<file path="src/rtl/module_8_64_if.sv">
// -----------------------------------------------------------------------------
// module_8_64_if
// Purpose : groups the byte-input side and the word-output side of the
//           8-to-64 packer into one bundle.
// Signals : strobe_in/input_data/data_end  - byte stream into the packer
//           full/overflow                   - back-pressure and sticky drop flag
//           req_data                        - downstream word request
//           ready/strobe_out/data_out/byte_cnt/last_out - word output side
// Modports: master = byte producer / word consumer, slave = packer.
// -----------------------------------------------------------------------------
interface module_8_64_if;
    logic        strobe_in;
    logic [7:0]  input_data;
    logic        data_end;
    logic        full;
    logic        overflow;
    logic        req_data;
    logic        ready;
    logic        strobe_out;
    logic [63:0] data_out;
    logic [3:0]  byte_cnt;
    logic        last_out;

    modport master (
        output strobe_in, input_data, data_end, req_data,
        input  full, overflow, ready, strobe_out, data_out, byte_cnt, last_out
    );

    modport slave (
        input  strobe_in, input_data, data_end, req_data,
        output full, overflow, ready, strobe_out, data_out, byte_cnt, last_out
    );
endinterface

</file>
<file path="src/rtl/module_8_64.sv">
// -----------------------------------------------------------------------------
// module_8_64
// Purpose : packs a byte stream little-endian into 64-bit words, closing a
//           word on its 8th byte or on data_end, and buffers completed words
//           in a FIFO_DEPTH-entry queue that downstream drains via req_data.
// Ports   : clk      - single clock, posedge
//           reset_n  - asynchronous active-low reset
//           bus      - module_8_64_if.slave (byte input, word output, flags)
// -----------------------------------------------------------------------------
module module_8_64 #(
    parameter int unsigned FIFO_DEPTH = 4
) (
    input  logic          clk,
    input  logic          reset_n,
    module_8_64_if.slave  bus
);
    localparam int unsigned PTR_W = (FIFO_DEPTH > 1) ? $clog2(FIFO_DEPTH) : 1;
    localparam int unsigned CNT_W = PTR_W + 1;
    localparam int unsigned IDX_W = 3;

    // Assembly state
    logic [63:0]      r_asm;
    logic [IDX_W-1:0] r_byte_idx;

    // Word buffer state
    logic [63:0]      r_mem_data [FIFO_DEPTH];
    logic [3:0]       r_mem_cnt  [FIFO_DEPTH];
    logic             r_mem_last [FIFO_DEPTH];
    logic [PTR_W-1:0] r_wptr;
    logic [PTR_W-1:0] r_rptr;
    logic [CNT_W-1:0] r_count;
    logic             r_ready;
    logic             r_full;
    logic             r_overflow;

    // Output registers
    logic             r_strobe_out;
    logic [63:0]      r_data_out;
    logic [3:0]       r_byte_cnt;
    logic             r_last_out;

    // Next-state / combinational
    logic             w_accept;
    logic             w_drop;
    logic             w_pop;
    logic             w_push;
    logic [63:0]      w_word;
    logic [3:0]       w_word_cnt;
    logic [63:0]      w_asm_nxt;
    logic [IDX_W-1:0] w_idx_nxt;
    logic [PTR_W-1:0] w_wptr_nxt;
    logic [PTR_W-1:0] w_rptr_nxt;
    logic [CNT_W-1:0] w_count_nxt;
    logic             w_ready_nxt;
    logic             w_full_nxt;

    // Next-state logic for assembly and buffer bookkeeping
    always_comb begin
        w_accept    = bus.strobe_in & ~r_full;
        w_drop      = bus.strobe_in & r_full;
        w_pop       = bus.req_data & r_ready;
        // Current byte merged into its lane; earlier lanes already sit in r_asm
        w_word      = r_asm | (64'(bus.input_data) << {r_byte_idx, 3'b000});
        w_word_cnt  = 4'(r_byte_idx) + 4'd1;
        w_push      = w_accept & ((r_byte_idx == 3'd7) | bus.data_end);

        w_asm_nxt   = r_asm;
        w_idx_nxt   = r_byte_idx;
        w_wptr_nxt  = r_wptr;
        w_rptr_nxt  = r_rptr;
        w_count_nxt = r_count;

        if (w_accept) begin
            if (w_push) begin
                // Clear so the next word starts with zeroed lanes
                w_asm_nxt = 64'd0;
                w_idx_nxt = '0;
            end else begin
                w_asm_nxt = w_word;
                w_idx_nxt = r_byte_idx + IDX_W'(1);
            end
        end

        if (w_push) w_wptr_nxt = r_wptr + PTR_W'(1);
        if (w_pop)  w_rptr_nxt = r_rptr + PTR_W'(1);

        case ({w_push, w_pop})
            2'b10:   w_count_nxt = r_count + CNT_W'(1);
            2'b01:   w_count_nxt = r_count - CNT_W'(1);
            default: w_count_nxt = r_count;
        endcase

        w_ready_nxt = (w_count_nxt != '0);
        w_full_nxt  = (w_count_nxt == CNT_W'(FIFO_DEPTH));
    end

    // Control and output registers
    always_ff @(posedge clk or negedge reset_n) begin
        if (!reset_n) begin
            r_asm        <= 64'd0;
            r_byte_idx   <= '0;
            r_wptr       <= '0;
            r_rptr       <= '0;
            r_count      <= '0;
            r_ready      <= 1'b0;
            r_full       <= 1'b0;
            r_overflow   <= 1'b0;
            r_strobe_out <= 1'b0;
            r_data_out   <= 64'd0;
            r_byte_cnt   <= 4'd0;
            r_last_out   <= 1'b0;
        end else begin
            r_asm        <= w_asm_nxt;
            r_byte_idx   <= w_idx_nxt;
            r_wptr       <= w_wptr_nxt;
            r_rptr       <= w_rptr_nxt;
            r_count      <= w_count_nxt;
            r_ready      <= w_ready_nxt;
            r_full       <= w_full_nxt;
            r_overflow   <= r_overflow | w_drop;
            r_strobe_out <= w_pop;
            if (w_pop) begin
                r_data_out <= r_mem_data[r_rptr];
                r_byte_cnt <= r_mem_cnt[r_rptr];
                r_last_out <= r_mem_last[r_rptr];
            end
        end
    end

    // Buffer storage; contents are don't-care until written, so no reset
    always_ff @(posedge clk) begin
        if (w_push) begin
            r_mem_data[r_wptr] <= w_word;
            r_mem_cnt[r_wptr]  <= w_word_cnt;
            r_mem_last[r_wptr] <= bus.data_end;
        end
    end

    assign bus.full       = r_full;
    assign bus.overflow   = r_overflow;
    assign bus.ready      = r_ready;
    assign bus.strobe_out = r_strobe_out;
    assign bus.data_out   = r_data_out;
    assign bus.byte_cnt   = r_byte_cnt;
    assign bus.last_out   = r_last_out;

endmodule
</file>
<file path="src/flat_wrapper.sv">
// flat-port wrapper written by rule: the top's interface ports become plain ports
module module_8_64_flat 
#(
    parameter int unsigned FIFO_DEPTH = 4
)
  (clk, reset_n, bus_strobe_in, bus_input_data, bus_data_end, bus_req_data, bus_full, bus_overflow, bus_ready, bus_strobe_out, bus_data_out, bus_byte_cnt, bus_last_out);
  module_8_64_if bus_i ();
  input  logic clk;
  input  logic reset_n;
  input wire logic [$bits(bus_i.strobe_in)-1:0] bus_strobe_in;
  input wire logic [$bits(bus_i.input_data)-1:0] bus_input_data;
  input wire logic [$bits(bus_i.data_end)-1:0] bus_data_end;
  input wire logic [$bits(bus_i.req_data)-1:0] bus_req_data;
  output wire logic [$bits(bus_i.full)-1:0] bus_full;
  output wire logic [$bits(bus_i.overflow)-1:0] bus_overflow;
  output wire logic [$bits(bus_i.ready)-1:0] bus_ready;
  output wire logic [$bits(bus_i.strobe_out)-1:0] bus_strobe_out;
  output wire logic [$bits(bus_i.data_out)-1:0] bus_data_out;
  output wire logic [$bits(bus_i.byte_cnt)-1:0] bus_byte_cnt;
  output wire logic [$bits(bus_i.last_out)-1:0] bus_last_out;
  assign bus_i.strobe_in = bus_strobe_in;
  assign bus_i.input_data = bus_input_data;
  assign bus_i.data_end = bus_data_end;
  assign bus_i.req_data = bus_req_data;
  assign bus_full = bus_i.full;
  assign bus_overflow = bus_i.overflow;
  assign bus_ready = bus_i.ready;
  assign bus_strobe_out = bus_i.strobe_out;
  assign bus_data_out = bus_i.data_out;
  assign bus_byte_cnt = bus_i.byte_cnt;
  assign bus_last_out = bus_i.last_out;
  module_8_64 #(.FIFO_DEPTH(FIFO_DEPTH)) u_core (.clk(clk), .reset_n(reset_n), .bus(bus_i));
endmodule
</file>
<file path="config.mk">
export PLATFORM = sky130hd
export DESIGN_NAME = module_8_64_flat
export DESIGN_NICKNAME = d
export VERILOG_FILES = /design/src/rtl/module_8_64_if.sv /design/src/rtl/module_8_64.sv /design/src/flat_wrapper.sv
export SDC_FILE = /design/constraint.sdc
export NUM_CORES = 1
export LEC_CHECK = 0
export BUFFER_PORTS_ARGS = -buffer_cell sky130_fd_sc_hd__buf_2
export CORE_ASPECT_RATIO = 1.25
export CORE_UTILIZATION = 38
export DETAILED_ROUTE_END_ITERATION = 8
export MAX_ROUTING_LAYER = met4
export PLACE_DENSITY = 0.52
export SETUP_SLACK_MARGIN = 0.4
export SLEW_MARGIN = 20
export SYNTH_ARGS = -nofsm -noshare
export SYNTH_HDL_FRONTEND = slang
export SYNTH_SLANG_ARGS = --single-unit
</file>
<file path="constraint.sdc">
create_clock -name clk -period 3.2 [get_ports clk]
set_clock_uncertainty 0.1 [all_clocks]
set_input_delay 0 -clock clk [delete_from_list [all_inputs] [get_ports clk]]
set_output_delay 0 -clock clk [all_outputs]
set_load 0.02 [all_outputs]
</file>
==> run summary, run 1 <==
clock share of power: 28.5%
final wirelength: 36700 um
DIE AREA: 44000 sq um
DP Area: 17300 sq um
core area: 42400 sq um
overall routing resource usage: 17.5%
layout cells sized above 1: 18.4%
Flop pwr share: 45.6%
Critical Path AT: 2.91 ns
Pre-antenna DRT Iters: 5
status: completed
Iteration-0 DRC Markers: 504
Die Y: 234 um
Sw Pwr: 5.29 mW
RSZ-0062 raised after global routing: no
Setup TNS Final: 0 ns
Mapped Area: 16400 sq um
max_cap viols: 0
Syn. warnings: 0
Area growth, synth to finish: 14.8%
post-route total power: 17.0 mW
CTS tree: done
maximum number of pins on one net before global-route repair: 92
Die X: 188 um
CTS Buffer Depth: 3
CTS buffer count: 41
Power Density: 901 nW/um^2
Fmax: 0.387 GHz
Diodes inserted: 0
placed cells: 1623
Worst VDD drop: 672 uV
CP endpoint kind: flop
vias: 8837
worst-path fanout max: 10
syn nets: 1049
Final Hold Violating Endpoints: 0
critical path launch point type: flop
Slew @ Worst Pin: 1.01 ns
Crit Path Class: flop to flop
Leak Pwr: 7.92 nW
DR DRC count: 0
Final Setup Violations: 0
Cell Rows: 84
Synth cell types: 35
Finished Core Util: 44.4%
Max-slew headroom: 32.4%
sequential area share after synthesis: 73.0%
nets: 1142
Post-CTS Setup Bufs: 0
Slew Viols, Final: 0
Worst-path clk slew: 0.07 ns
drt via density: 5.17
number of global-route vias before repair: 9009
worst skew pair latency: 0.54 ns
Req. time, crit path: 3.52 ns
FF+latch count, synth: 423
fin crit share: 80.8%
Root Buffer: clkbuf_16
wire length of the first global-routing pass: 55700 um
final std cell area, no fill: 18800 sq um
Layout Cells excl Fill: 1710
Cell Int Power: 11.7 mW
initial core utilization: 38.7%
PostCTS Resize Cnt: 0
IO Pins: 86
Final ANT Viol Nets: 0
CTS Sinks: 423
Hold Path Class: input port to flop
port bufs: 85
Sw Share: 31.2%
post-DP HPWL: 21100 um
wire per inst: 21.5 um
H-tree Lvls: 2
Mapped Cells: 1028
global route overflow: 0
Placer Congestion: 0.707
syn avg cell area: 15.9 sq um
Tmin final: 2.58 ns
antenna violations before repair: 0
Comb power frac: 25.9%
sequential cells by signal, indices dropped and copies added, names as in the netlist:
| name | cells |
|---|---|
| u_core.bus.byte_cnt | 4 |
| u_core.bus.ready | 1 |
| u_core.bus.overflow | 1 |
| u_core.r_rptr | 2 |
| u_core.r_mem_data | 256 |
| u_core.r_byte_idx | 3 |
| u_core.bus.strobe_out | 1 |
| u_core.bus.last_out | 1 |
| u_core.r_count | 3 |
| u_core.r_asm | 64 |
| u_core.bus.data_out | 64 |
| u_core.r_mem_last | 4 |
| u_core.bus.full | 1 |
| u_core.r_wptr | 2 |
| u_core.r_mem_cnt | 16 |
critical path: stages (launching register included):
cell     delay [ns]
dfrtp_1        0.62
ha_1           0.25
nor2_1         0.07
nor2_4         0.11
inv_1          0.07
ha_1           0.23
fa_1           0.39
xnor2_1        0.32
xnor2_1        0.11
a21o_1         0.18
what timing repair did:
action / in CTS / in global routing
hold buffers: 14 / 0
endpoints found under the hold margin: 280 / 0
endpoints found under the setup margin: 0 / 0
placed cells by master (no fill, tap or decap), types with 5 or more instances in the layout:
cell and count:
edfxtp_1 276, dfrtp_1 146, mux2i_1 138, buf_2 84
nand2_1 71, o221ai_1 70, a21oi_1 64, a21o_1 56
nor2_1 56, clkbuf_16 41, buf_4 15, dlygate4sd3_1 13
buf_12 13, and3b_1 11, a21o_2 10, nor2_2 9
clkbuf_1 8, ha_1 7, clkinv_2 6, xnor2_1 5
clkinv_1 5, bufinv_16 5
final cells by class:
class,instances,area [sq um]
clock buffer,53,1110
clock inverter,20,230
fill,3771,23500
inverter,5,18.8
multi-input combinational,524,3850
sequential,423,12000
tap,559,699
timing repair buffer,126,935
worst paths after layout:
check / start / endpoint / slack [ns] / cells after the start
hold / removal: bus_req_data / u_core.bus.strobe_out / 0.18 / 4
min in group asynchronous: reset_n / u_core.bus.data_out[44] / 0.47 / 4
max in group asynchronous: reset_n / u_core.r_wptr[0] / 2.00 / 4
setup reg to reg: u_core.r_byte_idx[2] / u_core.bus.full / 0.62 / 9
hold reg to reg: u_core.bus.data_out[45] / u_core.bus.data_out[45] / 0.38 / 2
setup / recovery: u_core.r_byte_idx[2] / u_core.bus.full / 0.62 / 9
synthesized netlist by cell type (all sizes together):
cell type  instances  area [sq um]
and3b             11          96.3
mux2i            138          1380
mux2               3          33.8
nor4bb             1          10.0
nor2              66           278
inv                5          18.8
xnor2              5          43.8
and2               4          25.0
buf               61           510
o21ai              2          10.0
or2                1          6.26
nor3               2          21.3
a22o               2          17.5
nor3b              5          71.3
a21oi             64           320
a21o              66           508
o221ai            70           613
nand2             73           277
nand2b             2          15.0
edfxtp           276          8290
clkbuf            15          56.3
dfrtp            147          3680
fa                 1          20.0
and3               1          7.51
ha                 7          87.6
power groups by stage:
| stage | Sequential, mW | Clock [mW] | Combinational, mW |
|---|---|---|---|
| 4_1_cts | 7.76 | 4.97 | 4.48 |
| 3_3_place_gp | 7.83 | 0 | 4.42 |
| 5_1_grt | 7.86 | 5.17 | 4.78 |
| 3_5_place_dp | 7.86 | 0 | 4.46 |
| 2_1_floorplan | 8.11 | 0 | 2.74 |
| 6_report | 7.74 | 4.83 | 4.38 |
routing by layer:
metal | up-vias | part of all wire (%) | global-route usage, %
li1 | 4051 | - | -
met1 | 4542 | 44 | 22.1
met2 | 178 | 50 | 29.2
met3 | 66 | 3.7 | 2.53
met4 | 0 | 2.3 | 5.41
met5 | - | 0 | -
kinds of logic after synthesis:
family          count (synthesis)  synth area share [%]
flops                         423                  73.0
simple gates                  166                  4.92
compound gates                204                  8.96
mux                           141                  8.63
xor+xnor                        5                 0.267
fa+ha+maj                       8                 0.656
buf+inv                        81                  3.57
stage by stage:
stage,setup slack [ns],hold WS (ns)
2_1_floorplan,0.674,-0.396
3_3_place_gp,0.710,-0.143
3_5_place_dp,0.666,-0.141
4_1_cts,0.630,0.150
5_1_grt,0.492,0.185
6_report,0.615,0.180
Note: power is estimated with default switching activity, not from simulation.
==> run 2, diff against run 1 <==
--- a/config.mk
+++ b/config.mk
@@ -10,7 +10,7 @@
 export CORE_UTILIZATION = 38
 export DETAILED_ROUTE_END_ITERATION = 8
 export MAX_ROUTING_LAYER = met4
-export PLACE_DENSITY = 0.52
+export PLACE_DENSITY = 0.5
 export SETUP_SLACK_MARGIN = 0.4
 export SLEW_MARGIN = 20
 export SYNTH_ARGS = -nofsm -noshare
==> constraint.sdc (replaced) <==
create_clock -name clk -period 2.61 [get_ports clk]
set_clock_uncertainty 0.1 [all_clocks]
set_input_delay 0 -clock clk [delete_from_list [all_inputs] [get_ports clk]]
set_output_delay 0 -clock clk [all_outputs]
set_load 0.02 [all_outputs]
==> run 2 against run 1 <==
Die area unchanged. First-iteration DRC count increased by 19%. Register-to-register slack got worse by 0.13 ns. Utilization increased by 0.39 points. Wire length increased by 4.6%. Maximum frequency increased by 22%. Critical path type unchanged. Largest power group unchanged.
==> run summary, run 2 (synthesis gave the netlist of run 1 again) <==
status: completed (unchanged)
CP Cell Sequence: ha_2, ha_4, nor2_4, nor2_4, inv_2, ha_4, fa_2, xnor2_4, xnor2_1, a21o_1 (was ha_1, nor2_1, nor2_4, inv_1, ha_1, fa_1, xnor2_1, xnor2_1, a21o_1)
H-tree Lvls: 2 (unchanged)
Die X: 188 um (unchanged)
Final Setup Violations: 0 (unchanged)
Worst VDD drop: 786 uV (was 672 uV)
CP max stage delay: 0.38 ns (was 0.62 ns)
Iteration-0 DRC Markers: 598 (was 504)
Storage cell area: 12000 sq um (about the same)
critical path launch point type: flop (unchanged)
cell family with most CP delay: adder cells (unchanged)
layout cells sized above 1: 20.2% (was 18.4%)
Slew Viols, Final: 0 (unchanged)
worst reg2reg setup slack: 0.49 ns (was 0.62 ns)
maximum number of pins on one net before global-route repair: 77 (was 92)
FF-to-FF End: u_core.bus.full (unchanged)
nets: 1148 (was 1142)
initial core utilization: 38.7% (unchanged)
final worst setup slack: 0.489 ns (was 0.615 ns)
Area growth, synth to finish: 15.8% (was 14.8%)
Fmax: 0.471 GHz (was 0.387 GHz)
CTS buffer count: 42 (was 41)
Reg-to-Reg Start: u_core.r_byte_idx[0] (was u_core.r_byte_idx[2])
port bufs: 85 (unchanged)
Crit path depth: 10 (was 9)
Slew @ Worst Pin: 0.745 ns (was 1.01 ns)
Die Y: 234 um (unchanged)
slowest CP cell: fa_2 (was dfrtp_1)
CTS Buffer Depth: 3 (unchanged)
Tmin final: 2.12 ns (was 2.58 ns)
DIE AREA: 44000 sq um (unchanged)
Placer Congestion: 0.736 (was 0.707)
CTS tree: done (unchanged)
Worst Hold Endpoint: u_core.r_mem_data[0][5] (was u_core.bus.strobe_out)
hold_ws: 0.0318 ns (was 0.180 ns)
DR DRC count: 0 (unchanged)
placed cells: 1626 (was 1623)
fin crit share: 81.3% (was 80.8%)
worst skew pair latency: 0.54 ns (about the same)
Crit Path Class: flop to flop (unchanged)
max FFs per register: 256 (unchanged)
Final Hold Violating Endpoints: 0 (unchanged)
Layout Cells excl Fill: 1718 (was 1710)
post-DP HPWL: 21800 um (was 21100 um)
WHS Path Cells: 2 (was 4)
Crit path buffers/inverters: 1 (unchanged)
Worst-path clk slew: 0.06 ns (was 0.07 ns)
max_cap viols: 0 (unchanged)
hold wc startpoint: bus_input_data[5] (was bus_req_data)
Largest Register: u_core.r_mem_data (unchanged)
RSZ-0062 raised after global routing: no (unchanged)
wire per inst: 22.4 um (was 21.5 um)
Leak Pwr: 7.99 nW (was 7.92 nW)
core area: 42400 sq um (unchanged)
Root Buffer: clkbuf_16 (unchanged)
post-route total power: 20.8 mW (was 17.0 mW)
IO Pins: 86 (unchanged)
antenna violations before repair: 1 (was 0)
Max-slew headroom: 50.3% (was 32.4%)
Setup TNS Final: 0 ns (unchanged)
multi-input logic area: 3930 sq um (was 3850 sq um)
Pre-antenna DRT Iters: 4 (was 5)
fillers: 3823 (was 3771)
CTS Sinks: 423 (unchanged)
vias: 8902 (was 8837)
number of global-route vias before repair: 9117 (was 9009)
Final ANT Viol Nets: 0 (unchanged)
wire length of the first global-routing pass: 58400 um (was 55700 um)
Hold Path Class: input port to flop (unchanged)
CP endpoint kind: flop (unchanged)
Place WS: 0.363 ns (was 0.666 ns)
worst-path fanout max: 4 (was 10)
commonest cells after routing, fill and taps aside: edfxtp_1 (276), dfrtp_1 (145), mux2i_1 (138), buf_2 (84), nand2_1 (71) (was edfxtp_1 (276), dfrtp_1 (146), mux2i_1 (138), buf_2 (84), nand2_1 (71))
overall routing resource usage: 18.4% (was 17.5%)
Diodes inserted: 0 (unchanged)
drt via density: 5.18 (was 5.17)
final wirelength: 38400 um (was 36700 um)
most common cell after layout, fill and taps aside: edfxtp_1 (unchanged)
R2R depth: 10 (was 9)
Cell Rows: 84 (unchanged)
Power Density: 1100 nW/um^2 (was 901 nW/um^2)
Req. time, crit path: 2.95 ns (was 3.52 ns)
global route overflow: 0 (unchanged)
Critical Path AT: 2.46 ns (was 2.91 ns)
==> run 2: layout make-up <==
| class | count | area share (%) |
|---|---|---|
| Clock buffer | 56 | 6.29 |
| Tap cell | 559 | 3.68 |
| Timing Repair Buffer | 131 | 5.48 |
| Multi-Input combinational cell | 524 | 20.7 |
| Clock inverter | 20 | 0.686 |
| Inverter | 5 | 0.0989 |
| Sequential cell | 423 | 63.1 |
==> run 2: where the power goes <==
group	switching, mW	total, mW	internal (mW)
Sequential	0.593	9.30	8.71
Combinational	3.53	5.69	2.16
Clock	2.50	5.82	3.32
==> run 2: routing by layer <==
layer,vias up,GRT usage [%],routed length (um)
met5,-,-,0
met4,0,4.75,675
met3,47,2.60,1380
met2,164,29.7,19000
met1,4615,24.4,17400
li1,4076,-,-
==> run 2: worst max path at each step <==
| stage | start | end | slack (ns) |
|---|---|---|---|
| after floorplan | u_core.r_byte_idx[1] | u_core.bus.full | 0.37 |
| after global placement | u_core.r_byte_idx[1] | u_core.bus.ready | 0.41 |
| after detailed placement | u_core.r_byte_idx[1] | u_core.bus.full | 0.36 |
| after CTS | u_core.r_byte_idx[1] | u_core.bus.full | 0.43 |
| after global routing | u_core.r_byte_idx[1] | u_core.bus.full | 0.42 |
| final | u_core.r_byte_idx[0] | u_core.bus.full | 0.49 |
==> run 2: stage by stage <==
| step | instance area (sq um) | utilization, % |
|---|---|---|
| after floorplan | 16500 | - |
| after global placement | 17500 | 41.2 |
| after detailed placement | 17500 | 41.2 |
| after CTS | 19000 | 44.8 |
| after global routing | 19000 | 44.8 |
| final | 19000 | 44.8 |
==> run 2: what timing repair did <==
action | in CTS | in global routing
buffers inserted | 2 | 1
hold endpoints to repair | 245 | 0
hold buffers | 13 | 0
pin swaps | 1 | 6
resized for setup | 0 | 3
setup endpoints to repair | 3 | 4
